**config.mk**
```make
export PLATFORM = sky130hd
export DESIGN_NAME = gp_rx_depacketizer
export DESIGN_NICKNAME = d
export VERILOG_FILES = /design/src/rtl/gp_rx_pkg.sv /design/src/rtl/gp_axis_skid.sv /design/src/rtl/gp_rx_depacketizer.sv
export SDC_FILE = /design/constraint.sdc
export NUM_CORES = 1
export LEC_CHECK = 0
export BUFFER_PORTS_ARGS = -buffer_cell sky130_fd_sc_hd__buf_2
export CORE_UTILIZATION = 60
export DETAILED_ROUTE_END_ITERATION = 10
export GPL_TIMING_DRIVEN = 0
export PLACE_DENSITY_LB_ADDON = 0.3
export SLEW_MARGIN = 20
export SYNTH_ARGS = -nofsm -noshare
export SYNTH_HDL_FRONTEND = slang
export SYNTH_SLANG_ARGS = --single-unit
```
**constraint.sdc**
```tcl
create_clock -name CLK -period 4.6 [get_ports CLK]
set_input_delay 0.23 -clock CLK [delete_from_list [all_inputs] [get_ports CLK]]
set_output_delay 0.23 -clock CLK [all_outputs]
set_load 0.02 [all_outputs]
```
**src/rtl/gp_rx_pkg.sv**
```systemverilog
// gp_rx_pkg: shared definitions for the receive depacketizer.
//   state_e    : depacketizer FSM states (HDR, PAY, DROP)
//   HDR_*_LSB  : bit offsets of the header fields inside the header beat
//   hdr_t      : decoded header; fields are 32 bits wide and are narrowed
//                to the instance parameter widths by the user
package gp_rx_pkg;

  typedef enum logic [1:0] {
    HDR  = 2'd0,
    PAY  = 2'd1,
    DROP = 2'd2
  } state_e;

  localparam int HDR_DEST_LSB = 0;
  localparam int HDR_SRC_LSB  = 8;
  localparam int HDR_LEN_LSB  = 16;

  typedef struct packed {
    logic [31:0] len;
    logic [31:0] src;
    logic [31:0] dest;
  } hdr_t;

endpackage

```
**src/rtl/gp_axis_skid.sv**
```systemverilog
// gp_axis_skid: two-entry AXI-Stream skid buffer carrying tdata/tkeep/
// tlast/tdest/tid per entry.
//   clk_i, rst_ni          : clock, asynchronous active-low reset
//   s_valid_i/s_*_i        : upstream beat, s_ready_o = buffer not full
//   m_valid_o/m_*_o        : downstream beat, held stable until m_ready_i
// A beat written on one edge is visible on m_* after that edge, giving
// exactly one cycle of latency. Entries are cleared on reset so the
// outputs read zero while reset is asserted.
module gp_axis_skid
  import gp_rx_pkg::*;
#(
  parameter int DATA_WIDTH = 64,
  parameter int DEST_WIDTH = 8,
  parameter int ID_WIDTH   = 8
) (
  input  logic                    clk_i,
  input  logic                    rst_ni,
  input  logic                    s_valid_i,
  input  logic [DATA_WIDTH-1:0]   s_data_i,
  input  logic [DATA_WIDTH/8-1:0] s_keep_i,
  input  logic                    s_last_i,
  input  logic [DEST_WIDTH-1:0]   s_dest_i,
  input  logic [ID_WIDTH-1:0]     s_id_i,
  output logic                    s_ready_o,
  output logic                    m_valid_o,
  output logic [DATA_WIDTH-1:0]   m_data_o,
  output logic [DATA_WIDTH/8-1:0] m_keep_o,
  output logic                    m_last_o,
  output logic [DEST_WIDTH-1:0]   m_dest_o,
  output logic [ID_WIDTH-1:0]     m_id_o,
  input  logic                    m_ready_i
);

  typedef struct packed {
    logic [DATA_WIDTH-1:0]   data;
    logic [DATA_WIDTH/8-1:0] keep;
    logic                    last;
    logic [DEST_WIDTH-1:0]   dest;
    logic [ID_WIDTH-1:0]     id;
  } entry_t;

  entry_t     mem_q [2];
  entry_t     head;
  logic       wr_ptr_q, rd_ptr_q;
  logic [1:0] cnt_q, cnt_d;
  logic       push, pop;

  assign s_ready_o = (cnt_q != 2'd2);
  assign m_valid_o = (cnt_q != 2'd0);
  assign push      = s_valid_i && s_ready_o;
  assign pop       = m_valid_o && m_ready_i;

  assign head     = mem_q[rd_ptr_q];
  assign m_data_o = head.data;
  assign m_keep_o = head.keep;
  assign m_last_o = head.last;
  assign m_dest_o = head.dest;
  assign m_id_o   = head.id;

  always_comb begin
    cnt_d = cnt_q + {1'b0, push} - {1'b0, pop};
  end

  always_ff @(posedge clk_i or negedge rst_ni) begin
    if (!rst_ni) begin
      mem_q[0] <= '0;
      mem_q[1] <= '0;
      wr_ptr_q <= 1'b0;
      rd_ptr_q <= 1'b0;
      cnt_q    <= 2'd0;
    end else begin
      if (push) begin
        mem_q[wr_ptr_q] <= '{data: s_data_i, keep: s_keep_i, last: s_last_i,
                             dest: s_dest_i, id: s_id_i};
        wr_ptr_q <= ~wr_ptr_q;
      end
      if (pop) begin
        rd_ptr_q <= ~rd_ptr_q;
      end
      cnt_q <= cnt_d;
    end
  end

endmodule

```
**src/rtl/gp_rx_depacketizer.sv**
```systemverilog
// gp_rx_depacketizer: strips a one-beat header from each incoming packet
// and forwards the payload toward the kernel router with tdest/tid.
//   CLK, rstn          : clock, asynchronous active-low reset
//   s_axis_*           : framed network stream (header beat + payload)
//   m_axis_*           : payload stream, tdest/tid from the header
//   drop_pulse         : one-cycle strobe per discarded/truncated packet
//   err_count          : 32-bit saturating drop counter, present only when
//                        GP_RX_ERR_CNT_EN is defined
// Header beat: [DEST_WIDTH-1:0] dest, [15:8] src id, [16+LEN_WIDTH-1:16]
// payload length in beats. Packets with L=0 or dest>MAX_DEST are dropped.
module gp_rx_depacketizer
  import gp_rx_pkg::*;
#(
  parameter int          DATA_WIDTH = 64,
  parameter int          DEST_WIDTH = 8,
  parameter int          ID_WIDTH   = 8,
  parameter int          LEN_WIDTH  = 16,
  parameter int unsigned MAX_DEST   = 255
) (
  input  logic                    CLK,
  input  logic                    rstn,
  input  logic [DATA_WIDTH-1:0]   s_axis_tdata,
  input  logic [DATA_WIDTH/8-1:0] s_axis_tkeep,
  input  logic                    s_axis_tlast,
  input  logic                    s_axis_tvalid,
  output logic                    s_axis_tready,
  output logic [DATA_WIDTH-1:0]   m_axis_tdata,
  output logic [DATA_WIDTH/8-1:0] m_axis_tkeep,
  output logic                    m_axis_tlast,
  output logic                    m_axis_tvalid,
  output logic [DEST_WIDTH-1:0]   m_axis_tdest,
  output logic [ID_WIDTH-1:0]     m_axis_tid,
  input  logic                    m_axis_tready,
`ifdef GP_RX_ERR_CNT_EN
  output logic [31:0]             err_count,
`endif
  output logic                    drop_pulse
);

  state_e                state_q, state_d;
  logic                  rdy_q;
  logic [LEN_WIDTH-1:0]  cnt_q, cnt_d, cnt_inc;
  logic [LEN_WIDTH-1:0]  len_q, len_d;
  logic [DEST_WIDTH-1:0] dest_q, dest_d;
  logic [ID_WIDTH-1:0]   id_q, id_d;
  logic                  drop_q, drop_d;
  hdr_t                  hdr;
  logic                  hdr_ok;
  logic                  beat_acc;
  logic                  push, push_last;
  logic                  skid_ready;

  always_comb begin
    hdr.dest = 32'(s_axis_tdata[HDR_DEST_LSB +: DEST_WIDTH]);
    hdr.src  = 32'(s_axis_tdata[HDR_SRC_LSB +: ID_WIDTH]);
    hdr.len  = 32'(s_axis_tdata[HDR_LEN_LSB +: LEN_WIDTH]);
  end

  assign hdr_ok = (hdr.len != 32'd0) && (hdr.dest <= MAX_DEST);

  // rdy_q keeps tready low while in reset and for no longer than the first
  // edge after release. Only the payload state is gated by skid space, so
  // headers and dropped beats are never held off by a stalled kernel side.
  assign s_axis_tready = rdy_q && ((state_q != PAY) || skid_ready);
  assign beat_acc      = s_axis_tvalid && s_axis_tready;
  assign cnt_inc       = cnt_q + LEN_WIDTH'(1);

  always_comb begin
    state_d   = state_q;
    cnt_d     = cnt_q;
    len_d     = len_q;
    dest_d    = dest_q;
    id_d      = id_q;
    drop_d    = 1'b0;
    push      = 1'b0;
    push_last = 1'b0;
    unique case (state_q)
      HDR: begin
        if (beat_acc) begin
          if (s_axis_tlast) begin
            drop_d = 1'b1;
          end else if (hdr_ok) begin
            state_d = PAY;
            cnt_d   = '0;
            len_d   = LEN_WIDTH'(hdr.len);
            dest_d  = DEST_WIDTH'(hdr.dest);
            id_d    = ID_WIDTH'(hdr.src);
          end else begin
            state_d = DROP;
          end
        end
      end
      PAY: begin
        if (beat_acc) begin
          push  = 1'b1;
          cnt_d = cnt_inc;
          if (s_axis_tlast) begin
            // Short packet: forwarded as-is but still flagged.
            push_last = 1'b1;
            state_d   = HDR;
            cnt_d     = '0;
            drop_d    = (cnt_inc != len_q);
          end else if (cnt_inc == len_q) begin
            // Length satisfied before input tlast: close the output packet
            // now and swallow the remainder; the strobe fires at its tlast.
            push_last = 1'b1;
            state_d   = DROP;
            cnt_d     = '0;
          end
        end
      end
      DROP: begin
        if (beat_acc && s_axis_tlast) begin
          state_d = HDR;
          drop_d  = 1'b1;
        end
      end
      default: state_d = HDR;
    endcase
  end

  always_ff @(posedge CLK or negedge rstn) begin
    if (!rstn) begin
      state_q <= HDR;
      rdy_q   <= 1'b0;
      cnt_q   <= '0;
      len_q   <= '0;
      dest_q  <= '0;
      id_q    <= '0;
      drop_q  <= 1'b0;
    end else begin
      state_q <= state_d;
      rdy_q   <= 1'b1;
      cnt_q   <= cnt_d;
      len_q   <= len_d;
      dest_q  <= dest_d;
      id_q    <= id_d;
      drop_q  <= drop_d;
    end
  end

  assign drop_pulse = drop_q;

  gp_axis_skid #(
    .DATA_WIDTH (DATA_WIDTH),
    .DEST_WIDTH (DEST_WIDTH),
    .ID_WIDTH   (ID_WIDTH)
  ) u_skid (
    .clk_i     (CLK),
    .rst_ni    (rstn),
    .s_valid_i (push),
    .s_data_i  (s_axis_tdata),
    .s_keep_i  (s_axis_tkeep),
    .s_last_i  (push_last),
    .s_dest_i  (dest_q),
    .s_id_i    (id_q),
    .s_ready_o (skid_ready),
    .m_valid_o (m_axis_tvalid),
    .m_data_o  (m_axis_tdata),
    .m_keep_o  (m_axis_tkeep),
    .m_last_o  (m_axis_tlast),
    .m_dest_o  (m_axis_tdest),
    .m_id_o    (m_axis_tid),
    .m_ready_i (m_axis_tready)
  );

`ifdef GP_RX_ERR_CNT_EN
  logic [31:0] err_q, err_d;

  always_comb begin
    err_d = err_q;
    if (drop_q && (err_q != 32'hFFFF_FFFF)) begin
      err_d = err_q + 32'd1;
    end
  end

  always_ff @(posedge CLK or negedge rstn) begin
    if (!rstn) begin
      err_q <= '0;
    end else begin
      err_q <= err_d;
    end
  end

  assign err_count = err_q;
`endif

endmodule
```
; ---- After elaboration in Yosys (flattened, before gate mapping)
; Cells that the tools add are included.
; W data, S select, Z words.
[classes]
add_sub_neg = 3
bitwise = 5
order_cmp = 4
n_eq_ne = 12
n_reduce_logical = 15
n_mux = 33
[ops]
columns = operator, count
row1 = $mux W89, 4
row2 = $bwmux W178, 1
row3 = $mux W16, 6
row4 = $demux W89 S1, 1
row5 = $pmux W16 S2, 1
row6 = $reduce_bool A32 Y1, 1
row7 = $add A16 B1 Y16 const B, 1
row8 = $eq A16 B16 Y1, 1
row9 = $ne A16 B16 Y1, 1
row10 = $mux W2, 7
row11 = $ne A2 B2 Y1 const B, 6
row12 = $mux W1, 11
row13 = $reduce_and A5 Y1, 2
row14 = $le A8 B8 Y1 const B, 1
row15 = $logic_and A1 B1 Y1, 7
row16 = $pmux W2 S3, 1
row17 = $ge A2 B2 Y1 const B, 2
row18 = $not A1 Y2, 2
row19 = $reduce_and A4 Y1, 1
row20 = $reduce_bool A2 Y1, 2
row21 = $ne A3 B3 Y1 const B, 1
row22 = $not A1 Y1, 3
row23 = $pmux W1 S3, 1
row24 = $add A2 B1 Y2, 1
row25 = 7 further kinds, 7
[word_totals]
in_bits = 77
ff_bits = 234
output_inout_bits = 92

; ---- Logic depth before layout (Yosys ltp)
; Gate-level depths: netlist of run 1.
[depth]
ltp_word = 9
ltp_mapped = 11
mapped_depth_nobuf = 9

; ---- By module
; From an unflattened synthesis of run 1, not the netlist that was laid out.
[unflattened]
hier_cells = 759
hier_area_um2 = 10745.3
[modules_own_cells]
columns = mod, area_per_inst_um2, cells_per_inst, seq_area_each_um2, instances
row1 = gp_axis_skid, 7908.8, 496, 4554.4, 1
row2 = gp_rx_depacketizer, 2836.5, 263, 1301.2, 1

; ---- Worst setup path after synthesis of run 1
; Ideal clock, no wire load.
[synth_path]
path_kind = reg-to-reg
start = reg cnt_q[0]
end = reg cnt_q[2]
setup_slack_ns = 2.129
t_required_ns = 4.499
arrival_time_ns = 2.370
setup_time_ns = 0.101
stages_incl_launch_ff = 11
cell_sequence = dfrtp_1 -> ha_1 -> and4_1 -> buf_2 -> and3_1 -> a211o_1 -> o21ai_0 -> nor3b_1 -> a311oi_4 -> nand2_4 -> o311ai_2
[synth_via]
elab_chain_len = 6
[synth_rtl]
columns = item, line_no
row1 = start: declaration, gp_rx_depacketizer.sv:42  ; logic [LEN_WIDTH-1:0] cnt_q, cnt_d, cnt_inc;
row2 = start signal: assignment, gp_rx_depacketizer.sv:134  ; cnt_q <= cnt_d;
row3 = $add A16 B1 Y16 *, gp_rx_depacketizer.sv:66  ; assign cnt_inc = cnt_q + LEN_WIDTH'(1);
row4 = $eq A16 B16 Y1, gp_rx_depacketizer.sv:103  ; end else if (cnt_inc == len_q) begin
row5 = $mux W16 *, gp_rx_depacketizer.sv:103
row6 = $mux W16 *, gp_rx_depacketizer.sv:97  ; if (s_axis_tlast) begin
row7 = $mux W16 *, gp_rx_depacketizer.sv:94  ; if (beat_acc) begin
row8 = $pmux W16 S2 *, gp_rx_depacketizer.sv:77  ; unique case (state_q)
; Every way passes the cells marked *; elsewhere a longest branch is shown, timed or not. The select of a mux whose other input is x is not followed.
; A chain may end at the register's enable or synchronous reset.

; ---- Worst setup path in the final report of run 1
[layout_path]
start = reg cnt_q[0]
end = reg state_q[0]
[layout_via]
elab_chain_len = 4
[layout_rtl]
columns = item, line_no
row1 = $add A16 B1 Y16, gp_rx_depacketizer.sv:66
row2 = $eq A16 B16 Y1, gp_rx_depacketizer.sv:103
row3 = $ne A3 B3 Y1 (no source line), -
row4 = $reduce_and A5 Y1 (no source line), -
row5 = end signal: assignment, gp_rx_depacketizer.sv:132  ; state_q <= state_d;
row6 = end: declaration, gp_rx_depacketizer.sv:40  ; state_e state_q, state_d;
; Every way passes these cells.

==> flow_metrics.tcl, run 1 <==
set metrics [dict create \
    status "finished, final reports clean" \
    min_path_type "in -> reg" \
    whs_ns 0.0188 \
    num_antenna_cells 0 \
    critPathLaunchType "register" \
    synthDistinctLibCells 53 \
    fill_cells 1073 \
    synth_top_area_share_pct 55.0 \
    synth_seq_cells 234 \
    slowest_stage "dfrtp_1" \
    cpPeakStageDelay_ns 0.44 \
    slew_headroom_pct 24.3 \
    worstPathRequired_ns 5.01 \
    drtAntennaViolNets 0 \
    cts_hold_buf 69 \
    path_cells "ha_1 -> and4_1 -> buf_2 -> nand4_1 -> o21ai_0 -> o211ai_1 -> nor3_1 -> and4bb_1 -> nor2_2 -> o31a_1" \
    max_freq_ghz 0.339 \
    cts_buffer_depth 3 \
    ir_drop_mv 0.609 \
    ys_warn_count 0 \
    synth_cells 760 \
    clk_latency_ns 0.53 \
    post-cts-setup-buffers 0 \
    cellLeakagePower_nw 6.15 \
    path_clk_slew_ns 0.06 \
    finalInstanceArea_um2 13400 \
    synth_top_flop_cell "dfrtp_1" \
    grt_pass1_wl_um 39500 \
    finalCriticalPeriod_ns 2.95 \
    synth_edf_count 0 \
    synth_common_cells "299 x mux2_2, 234 x dfrtp_1, 24 x nand2_1" \
    ys_top_cells_by_area "dfrtp_1 55%, mux2_2 32%, xor2_1 1.1%, xnor2_1 0.91%, nand3_1 0.85%" \
    core_area_um2 17300 \
    worst_pin_slew_ns 1.13 \
    place_area_um2 11800 \
    cts.sinks 234 \
    end_kind "register" \
    post-route-util_pct 77.3 \
    rsz0062_at_grt "false" \
    criticalPathCategory "reg -> reg" \
    syn_nets 840 \
    dieHeight_um 135 \
    track_usage_pct 27.9 \
    final_cells 1267 \
    powerDensity_nw_per_um2 715 \
    cp_max_fo 6 \
    slew_violations 0 \
    wl_per_cell_um 19.4 \
    ctsResizeCount 0 \
    drv_cap 0 \
    io_buffers 168 \
    die_x_um 135 \
    gp_congestion 0.835 \
    viasPerCell 5.64 \
    grt-ovfl-total 0 \
    fin_crit_sh_pct 64.2 \
    grt_pass1_vias 7697 \
    antenna_found_initial 0 \
    synth-async-reset-ratio_pct 100 \
    cp_num_buf_inv 1 \
    initial_core_util_pct 61.5 \
    hold_viol_final 0 \
    critPathArrivalTime_ns 3.36 \
    dr.pass1.iters 4 \
    fp.dieArea_um2 18300 \
    drc 0 \
    synth-seq-area-share_pct 55.0 \
    yosysTopAreaCell "dfrtp_1" \
    routed_wl_um 24600 \
    cts_tree "yes" \
    htreeDepth 1 \
    syn_area_um2 10600 \
    ioPinCount 169 \
    clock-root-buffer "clkbuf_16" \
    skew_ns 0.0105 \
    grt_max_degree 101 \
    setup_viol 0 \
    synth_area_per_cell_um2 14.0 \
    dpl.cell_count 1155 \
    nets 1106 \
    row_count 48 \
    vias 7142 \
    layout-drive-gt1-share_pct 52.6 \
    numCtsBuffers 25 \
    drt_iter0_markers 335 \
    syn2layout_area_growth_pct 25.7 \
    critPathTopFamily "simple AND/OR/NAND/NOR gates" \
    dp_hpwl_um 16000 \
    yosysMostFrequentCell "mux2_2" \
]
## registers in the layout (all words and copies together), names as in the netlist
| name | count |
|---|---|
| u_skid.wr_ptr_q | 1 |
| drop_pulse | 1 |
| dest_q | 8 |
| id_q | 8 |
| rdy_q | 1 |
| u_skid.mem_q | 178 |
| state_q | 2 |
| u_skid.cnt_q | 2 |
| u_skid.rd_ptr_q | 1 |
| cnt_q | 16 |
| len_q | 16 |
## worst register-to-register path, stage by stage, from the launching register on
cell	delay (ns)
dfrtp_1	0.44
ha_1	0.26
and4_1	0.18
buf_2	0.16
nand4_1	0.14
o21ai_0	0.35
o211ai_1	0.18
nor3_1	0.42
and4bb_1	0.36
nor2_2	0.07
o31a_1	0.27
## path summary, 6_finish.rpt
path	startpoint	endpoint	slack, ns	cells past startpoint
setup reg to reg	cnt_q[0]$_DFFE_PN0P_	state_q[0]$_DFFE_PN0P_	1.65	10
max in group asynchronous	rstn	u_skid.mem_q[168]$_DFFE_PN0P_	3.50	3
setup / recovery	cnt_q[0]$_DFFE_PN0P_	state_q[0]$_DFFE_PN0P_	1.65	10
hold reg to reg	u_skid.cnt_q[1]$_DFF_PN0_	u_skid.cnt_q[1]$_DFF_PN0_	0.48	1
min in group asynchronous	rstn	u_skid.mem_q[105]$_DFFE_PN0P_	0.25	2
hold / removal	s_axis_tdata[23]	u_skid.mem_q[137]$_DFFE_PN0P_	0.02	2
## where the power goes
part           internal (mW)  total, mW  switching (mW)
Clock                   1.24       2.04           0.798
Sequential              3.02       3.55           0.534
Combinational           1.95       3.98            2.03
## logic make-up after synthesis
group,synth area share [%]
AO/OA/AOI/OAI,2.72
XOR/XNOR,2.13
adder cells (fa/ha/maj),0.353
buffers and inverters,2.33
flip-flops,55.0
multiplexers,31.8
other,0.0352
AND/OR/NAND/NOR,5.59
## through the flow
| stage | total power, mW | TNS, ns | worst slack [ns] |
|---|---|---|---|
| finish | 9.57 | 0 | 1.65 |
| global route | 10.1 | 0 | 1.44 |
| CTS | 9.60 | 0 | 1.69 |
| detailed placement | 7.46 | 0 | 1.71 |
| global placement | 7.31 | -182.83 | -0.799 |
| floorplan | 6.27 | 0 | 2.13 |
## layout make-up
type / instances / area [um^2] / area share, %
buffer: 43 / 218 / 1.63
inverter: 8 / 30.0 / 0.225
multi-input combinational: 475 / 4540 / 34.0
tap: 225 / 282 / 2.11
sequential: 234 / 5860 / 43.8
clock inverter: 7 / 100 / 0.749
timing repair buffer: 239 / 1600 / 11.9
clock buffer: 36 / 747 / 5.59
## metal layers
metal	share of wire [%]	GRT usage, %	vias to the layer above
li1	-	-	3265
met1	42	35.7	3650
met2	50	47.6	178
met3	4.5	5.24	49
met4	3.0	9.36	0
met5	0	0	-
## cell usage in the layout, fill, tap and decap left out, types with 4 or more instances in the layout
| cell | instances |
|---|---|
| nand4_1 | 5 |
| or3_1 | 5 |
| clkinv_2 | 4 |
| inv_1 | 8 |
| mux2_2 | 299 |
| and4_1 | 4 |
| dlygate4sd3_1 | 69 |
| clkbuf_16 | 25 |
| clkbuf_1 | 22 |
| xnor2_1 | 11 |
| nand3_1 | 18 |
| buf_6 | 4 |
| nor4_1 | 5 |
| o211ai_1 | 10 |
| buf_2 | 183 |
| o21ai_0 | 11 |
| xor2_1 | 13 |
| nand2_1 | 24 |
| nor2_1 | 13 |
| clkbuf_8 | 8 |
| nor3_1 | 5 |
| dfrtp_1 | 234 |
| a21oi_1 | 6 |
(Power assumes the default switching activity.)
==> inputs of run 2 (changes only) <==
- CORE_UTILIZATION: 60 -> 51
- clock period: 4.6 -> 2.4 ns (I/O delays scaled with it)
==> run 2 against run 1 <==
Against the previous run:
- critical path depth fell by 1
- non-clock buffer count up 15
- critical endpoint unchanged
- highest routed layer unchanged
- clock skew increased by 0.0038 ns
- critical path type unchanged
==> flow_metrics.tcl, run 2 (synthesis gave the netlist of run 1 again) <==
set metrics [dict create \
    path_clk_slew_ns 0.06 \
    clock-root-buffer "clkbuf_16" \
    criticalPathCategory "reg -> reg" \
    status "finished, final reports clean" \
    initial_core_util_pct 52.3 \
    grt_pass1_vias 7389 \
    track_usage_pct 23.3 \
    dieHeight_um 146 \
    dp_hpwl_um 16000 \
    drtAntennaViolNets 0 \
    cts_tree "yes" \
    worst_pin_slew_ns 0.725 \
    intPower_mw 11.9 \
    register_area_um2 5860 \
    switching_share_pct 35.4 \
    wl_per_cell_um 18.3 \
    pwr-share-clk_pct 20.8 \
    cp_max_fo 5 \
    r2r_start "cnt_q[1]$_DFFE_PN0P_" \
    critPathArrivalTime_ns 2.80 \
    fin_crit_sh_pct 99.6 \
    cellLeakagePower_nw 6.28 \
    clk_latency_ns 0.53 \
    multi_input_area_um2 4680 \
    ff2ff_setup_slack_ns 0.009 \
    p_sw_mw 6.50 \
    htreeDepth 1 \
    fp.dieArea_um2 21400 \
    die_x_um 146 \
    worstHoldStart "s_axis_tlast" \
    drt_iter0_markers 346 \
    p_comb_share_pct 42.4 \
    whs_ns 0.0166 \
    end_kind "register" \
    nets 1122 \
    powerDensity_nw_per_um2 1330 \
    max_freq_ghz 0.418 \
    core_area_um2 20400 \
    largest_register_ffs 178 \
    top_regs "u_skid.mem_q (178), cnt_q (16), len_q (16)" \
    setup_viol 0 \
    place_area_um2 11900 \
    finalInstanceArea_um2 13800 \
    min_path_type "in -> reg" \
    routed_wl_um 24400 \
    antenna_found_initial 1 \
    fill_cells 1441 \
    slew_headroom_pct 51.4 \
    syn2layout_area_growth_pct 29.5 \
    drv_cap 0 \
    final_common_cell "mux2_2" \
    worstPathRequired_ns 2.81 \
    io_buffers 168 \
    numCtsBuffers 26 \
    layout-drive-gt1-share_pct 56.9 \
    ir_drop_mv 1.03 \
    skew_ns 0.0144 \
    dr.pass1.iters 4 \
    r2r_cells 9 \
    viasPerCell 5.33 \
    grt_max_degree 99 \
    vias 7077 \
    top_register "u_skid.mem_q" \
    grt_pass1_wl_um 39600 \
    cts.sinks 234 \
    cts_buffer_depth 3 \
    finalCriticalPeriod_ns 2.39 \
    grt-ovfl-total 0 \
    p_seq_share_pct 36.8 \
    row_count 52 \
    ioPinCount 169 \
    hold_viol_final 0 \
    min_to "u_skid.mem_q[105]$_DFFE_PN0P_" \
    drc 0 \
    hold_depth 3 \
    setup_tns_ns 0 \
    timing.rr.end "state_q[0]$_DFFE_PN0P_" \
    slew_violations 0 \
    rsz0062_at_grt "true" \
    layout_common_cells "299 x mux2_2, 230 x dfrtp_1, 178 x buf_2" \
    critPathLaunchType "register" \
    gp_congestion 0.799 \
]
run 2: cell count changes in the layout (fill, tap and decap cells not counted), moves of 4 or more:
| cell | delta |
|---|---|
| buf_6 | +7 |
| dfrtp_1 | -4 |
| o21ai_1 | +4 |
| clkbuf_2 | +9 |
| clkbuf_4 | +5 |
| o21ai_0 | -6 |
| clkbuf_8 | -4 |
| clkbuf_1 | -18 |
| dlygate4sd3_1 | +7 |
| dfrtp_2 | +4 |
| buf_4 | +10 |
| buf_2 | -5 |
run 2: worst max path at each step:
stage                          from  depth (start not counted)                             to
6_report       cnt_q[1]$_DFFE_PN0P_                          9         state_q[0]$_DFFE_PN0P_
5_1_grt        cnt_q[7]$_DFFE_PN0P_                          9         state_q[0]$_DFFE_PN0P_
4_1_cts        cnt_q[0]$_DFFE_PN0P_                          9         state_q[0]$_DFFE_PN0P_
3_5_place_dp   cnt_q[0]$_DFFE_PN0P_                         10         state_q[0]$_DFFE_PN0P_
3_3_place_gp                   rstn                          1  u_skid.mem_q[111]$_DFFE_PN0P_
2_1_floorplan  cnt_q[0]$_DFFE_PN0P_                         10           cnt_q[2]$_DFFE_PN0P_
run 2: power by group through the flow:
| stage | clock [mW] | sequential, mW | combinational, mW |
|---|---|---|---|
| after detailed placement | 0 | 6.80 | 7.46 |
| after global routing | 4.06 | 7.01 | 8.32 |
| after CTS | 3.90 | 6.75 | 7.77 |
| after global placement | 0 | 6.71 | 7.33 |
| after floorplan | 0 | 6.48 | 5.54 |
| final | 3.82 | 6.77 | 7.80 |
run 2: repair_timing:
item,4_1_cts,5_1_grt
cloned,0,0
hold endpoints to repair,246,0
buffers inserted,10,3
resized for setup,53,27
hold buffers,76,0
endpoints found under the setup margin,291,169
pin swaps,9,3
run 2: metrics by stage:
stage | util [%] | setup slack (ns) | power, mW | std cells
final | 67.7 | 0.00855 | 18.4 | 1329
after global routing | 67.6 | -0.128 | 19.4 | 1328
after CTS | 67.2 | -0.00281 | 18.4 | 1327
after detailed placement | 58.4 | -0.527 | 14.3 | 1200
after global placement | 58.0 | -2.99 | 14.0 | 1198
after floorplan | - | 0.0102 | 12.0 | 760
run 2: layer usage:
layer / routed length (um) / GRT usage [%]
met3: 1210 / 4.44
met1: 10800 / 31.8
met2: 11800 / 38.3
met4: 558 / 5.57
met5: 0 / 0
run 2: area by class of cell:
| cell class | instances | area share [%] |
|---|---|---|
| Timing Repair Buffer | 259 | 13.0 |
| Clock inverter | 11 | 0.799 |
| Inverter | 8 | 0.218 |
| Antenna cell | 1 | 0.0182 |
| Buffer | 38 | 1.83 |
| Sequential cell | 234 | 42.5 |
| Multi-Input combinational cell | 475 | 34.0 |
| Clock buffer | 33 | 5.20 |
| Tap cell | 270 | 2.45 |
run 2: critical path, stage by stage, from the launching register on:
cell,delay [ns]
dfrtp_1,0.40
buf_6,0.13
nand3_4,0.07
or3_4,0.37
or4_1,0.40
o211ai_1,0.09
a21o_2,0.18
and4bb_2,0.29
nor2_2,0.07
o31a_1,0.27
==> inputs of run 3 (changes only) <==
- ABC_AREA: default -> 1
==> run 3 against run 2 <==
Against the previous run:
- critical path depth shrank 4
- combinational power is 8.6% lower
- clock skew rose by 0.00071 ns
- sequential power shrank 1%
- wire length is 27% higher
- final area fell by 1.1%
- first-iteration DRC count up 140%
- hold slack improved by 0.069 ns
- die area is 0.77% higher
- critical path type is now reg -> out
- largest power group unchanged
==> flow_metrics.tcl, run 3 <==
set metrics [dict create \
    viasPerCell 5.26 \
    critPathArrivalTime_ns 2.19 \
    post-route-util_pct 66.7 \
    status "finished, final reports clean" \
    r2r_cells 13 \
    dp_slack_ns -0.0478 \
    track_usage_pct 29.2 \
    dr.pass1.iters 5 \
    ys_warn_count 0 \
    numCtsBuffers 26 \
    ir_drop_mv 0.924 \
    top_register "u_skid.mem_q" \
    cts_buffer_depth 3 \
    routed_wl_um 30900 \
    criticalPathCategory "reg -> out" \
    whs_ns 0.0857 \
    finalCriticalPeriod_ns 2.31 \
    synthDistinctLibCells 36 \
    drc 0 \
    register_area_um2 5860 \
    synth_edf_count 0 \
    grt_pass1_vias 9653 \
    final_cells 1897 \
    place_area_um2 12000 \
    skew_ns 0.0151 \
    num_antenna_cells 0 \
    synth_seq_cells 234 \
    synth-async-reset-ratio_pct 100 \
    finalInstanceArea_um2 13600 \
    synth_common_cells "503 x nand2_1, 243 x o21ai_0, 234 x dfrtp_1" \
    end_kind "primary output" \
    hold_viol_final 0 \
    drtAntennaViolNets 0 \
    initial_core_util_pct 52.5 \
    cts.sinks 234 \
    drv_cap 0 \
    total_power_mw 17.7 \
    ys_top_cells_by_area "dfrtp_1 55%, nand2_1 18%, o21ai_0 11%, inv_1 5.6%, nand3_1 1.7%" \
    nets 1692 \
    dpl.cell_count 1774 \
    top_regs "u_skid.mem_q (178), cnt_q (16), len_q (16)" \
    yosysMostFrequentCell "nand2_1" \
    slew_violations 0 \
    critPathLaunchType "register" \
    min_path_type "in -> reg" \
    drt_iter0_markers 822 \
    slew_headroom_pct 52.6 \
    worstPathRequired_ns 2.28 \
    worst_pin_slew_ns 0.711 \
    layout_common_cells "502 x nand2_1, 243 x o21ai_0, 232 x dfrtp_1" \
    syn_area_um2 10700 \
    setup_tns_ns 0 \
    fp.dieArea_um2 21600 \
    hold_depth 5 \
    row_count 52 \
    grt-ovfl-total 0 \
    synth_top_flop_cell "dfrtp_1" \
    ioPinCount 169 \
    fin_ws_ns 0.0924 \
    powerDensity_nw_per_um2 1300 \
    io_buffers 168 \
    dieHeight_um 147 \
    fill_cells 1716 \
    layout-drive-gt1-share_pct 17.7 \
    synth_top_area_share_pct 54.6 \
    setup_viol 0 \
    max_freq_ghz 0.433 \
    cp_max_fo 16 \
    grt_pass1_wl_um 49900 \
    vias 9980 \
    final_common_cell "nand2_1" \
    syn2layout_area_growth_pct 27.1 \
    path_clk_slew_ns 0.06 \
    synth_area_per_cell_um2 8.05 \
    clock-root-buffer "clkbuf_16" \
    dp_hpwl_um 20800 \
    grt_max_degree 97 \
    fin_crit_sh_pct 96.1 \
    antenna_found_initial 0 \
    yosysTopAreaCell "dfrtp_1" \
    largest_register_ffs 178 \
    multi_input_area_um2 3940 \
    syn_nets 1413 \
    synth_cells 1333 \
    die_x_um 147 \
    cts_tree "yes" \
    wl_per_cell_um 16.3 \
    cellLeakagePower_nw 6.93 \
    htreeDepth 1 \
    synth-seq-area-share_pct 54.6 \
    core_area_um2 20400 \
    clk_latency_ns 0.53 \
    gp_congestion 0.884 \
]
## run 3: cell count changes after synthesis, moves of 12 or more
cell	before	now
mux2_2	299	0
o21ai_0	11	243
clkbuf_1	19	31
inv_1	8	161
nand3_1	18	36
nand2_1	24	503
## run 3: layer usage
layer | global-route usage (%) | vias up | share of wire, %
met1 | 40.4 | 4839 | 43
met3 | 5.09 | 67 | 6.6
met4 | 9.33 | 0 | 3.0
li1 | - | 4716 | -
met5 | 0 | - | 0
met2 | 47.2 | 358 | 47
## run 3: power breakdown
part	switching [mW]	leakage (nW)	internal, mW	total (mW)
combinational	4.80	3.60	2.32	7.13
clock	1.56	0.396	2.30	3.86
sequential	0.921	2.94	5.75	6.67
total	7.28	6.93	10.4	17.7
## run 3: repair_timing
item,CTS,global route
gates cloned,0,1
hold endpoints to repair,274,0
setup endpoints to repair,62,77
gates resized for setup,4,8
hold buffers,75,0
pin swaps,0,2
buffers inserted,0,5
## run 3: kinds of logic after synthesis
family	count (synthesis)	synth area share, %
buffers and inverters	231	8.85
adders and majority gates	3	0.350
and+or+nand+nor	592	22.1
xor gates and xnor gates	8	0.910
other	1	0.0350
AOI/OAI and AO/OA	264	13.1
DFF	234	54.6
## run 3: final cells by class
type | count | share of cell area, %
Buffer | 67 | 2.52
Clock buffer | 40 | 5.68
Clock inverter | 3 | 0.312
Inverter | 163 | 4.49
Multi-Input combinational cell | 869 | 28.9
Sequential cell | 234 | 43.0
Tap cell | 270 | 2.48
Timing Repair Buffer | 251 | 12.6
## run 3: worst paths after layout
path,startpoint,slack (ns),endpoint
worst min register to register,u_skid.mem_q[17]$_DFFE_PN0P_,0.47,u_skid.mem_q[17]$_DFFE_PN0P_
worst max register to register,cnt_q[1]$_DFFE_PN0P_,0.14,cnt_q[2]$_DFFE_PN0P_
worst min-delay path,s_axis_tvalid,0.09,drop_pulse$_DFF_PN0_
max in group asynchronous,rstn,1.08,u_skid.mem_q[82]$_DFFE_PN0P_
min in group asynchronous,rstn,0.22,u_skid.mem_q[4]$_DFFE_PN0P_
worst max-delay path,u_skid.rd_ptr_q$_DFFE_PN0P_,0.09,m_axis_tdata[20]
## run 3: critical path, stage by stage, from the launching register on
cell and delay, ns:
dfrtp_2 0.51, clkbuf_2 0.29, clkbuf_2 0.37, nand2_1 0.07, o21ai_0 0.17, buf_2 0.24
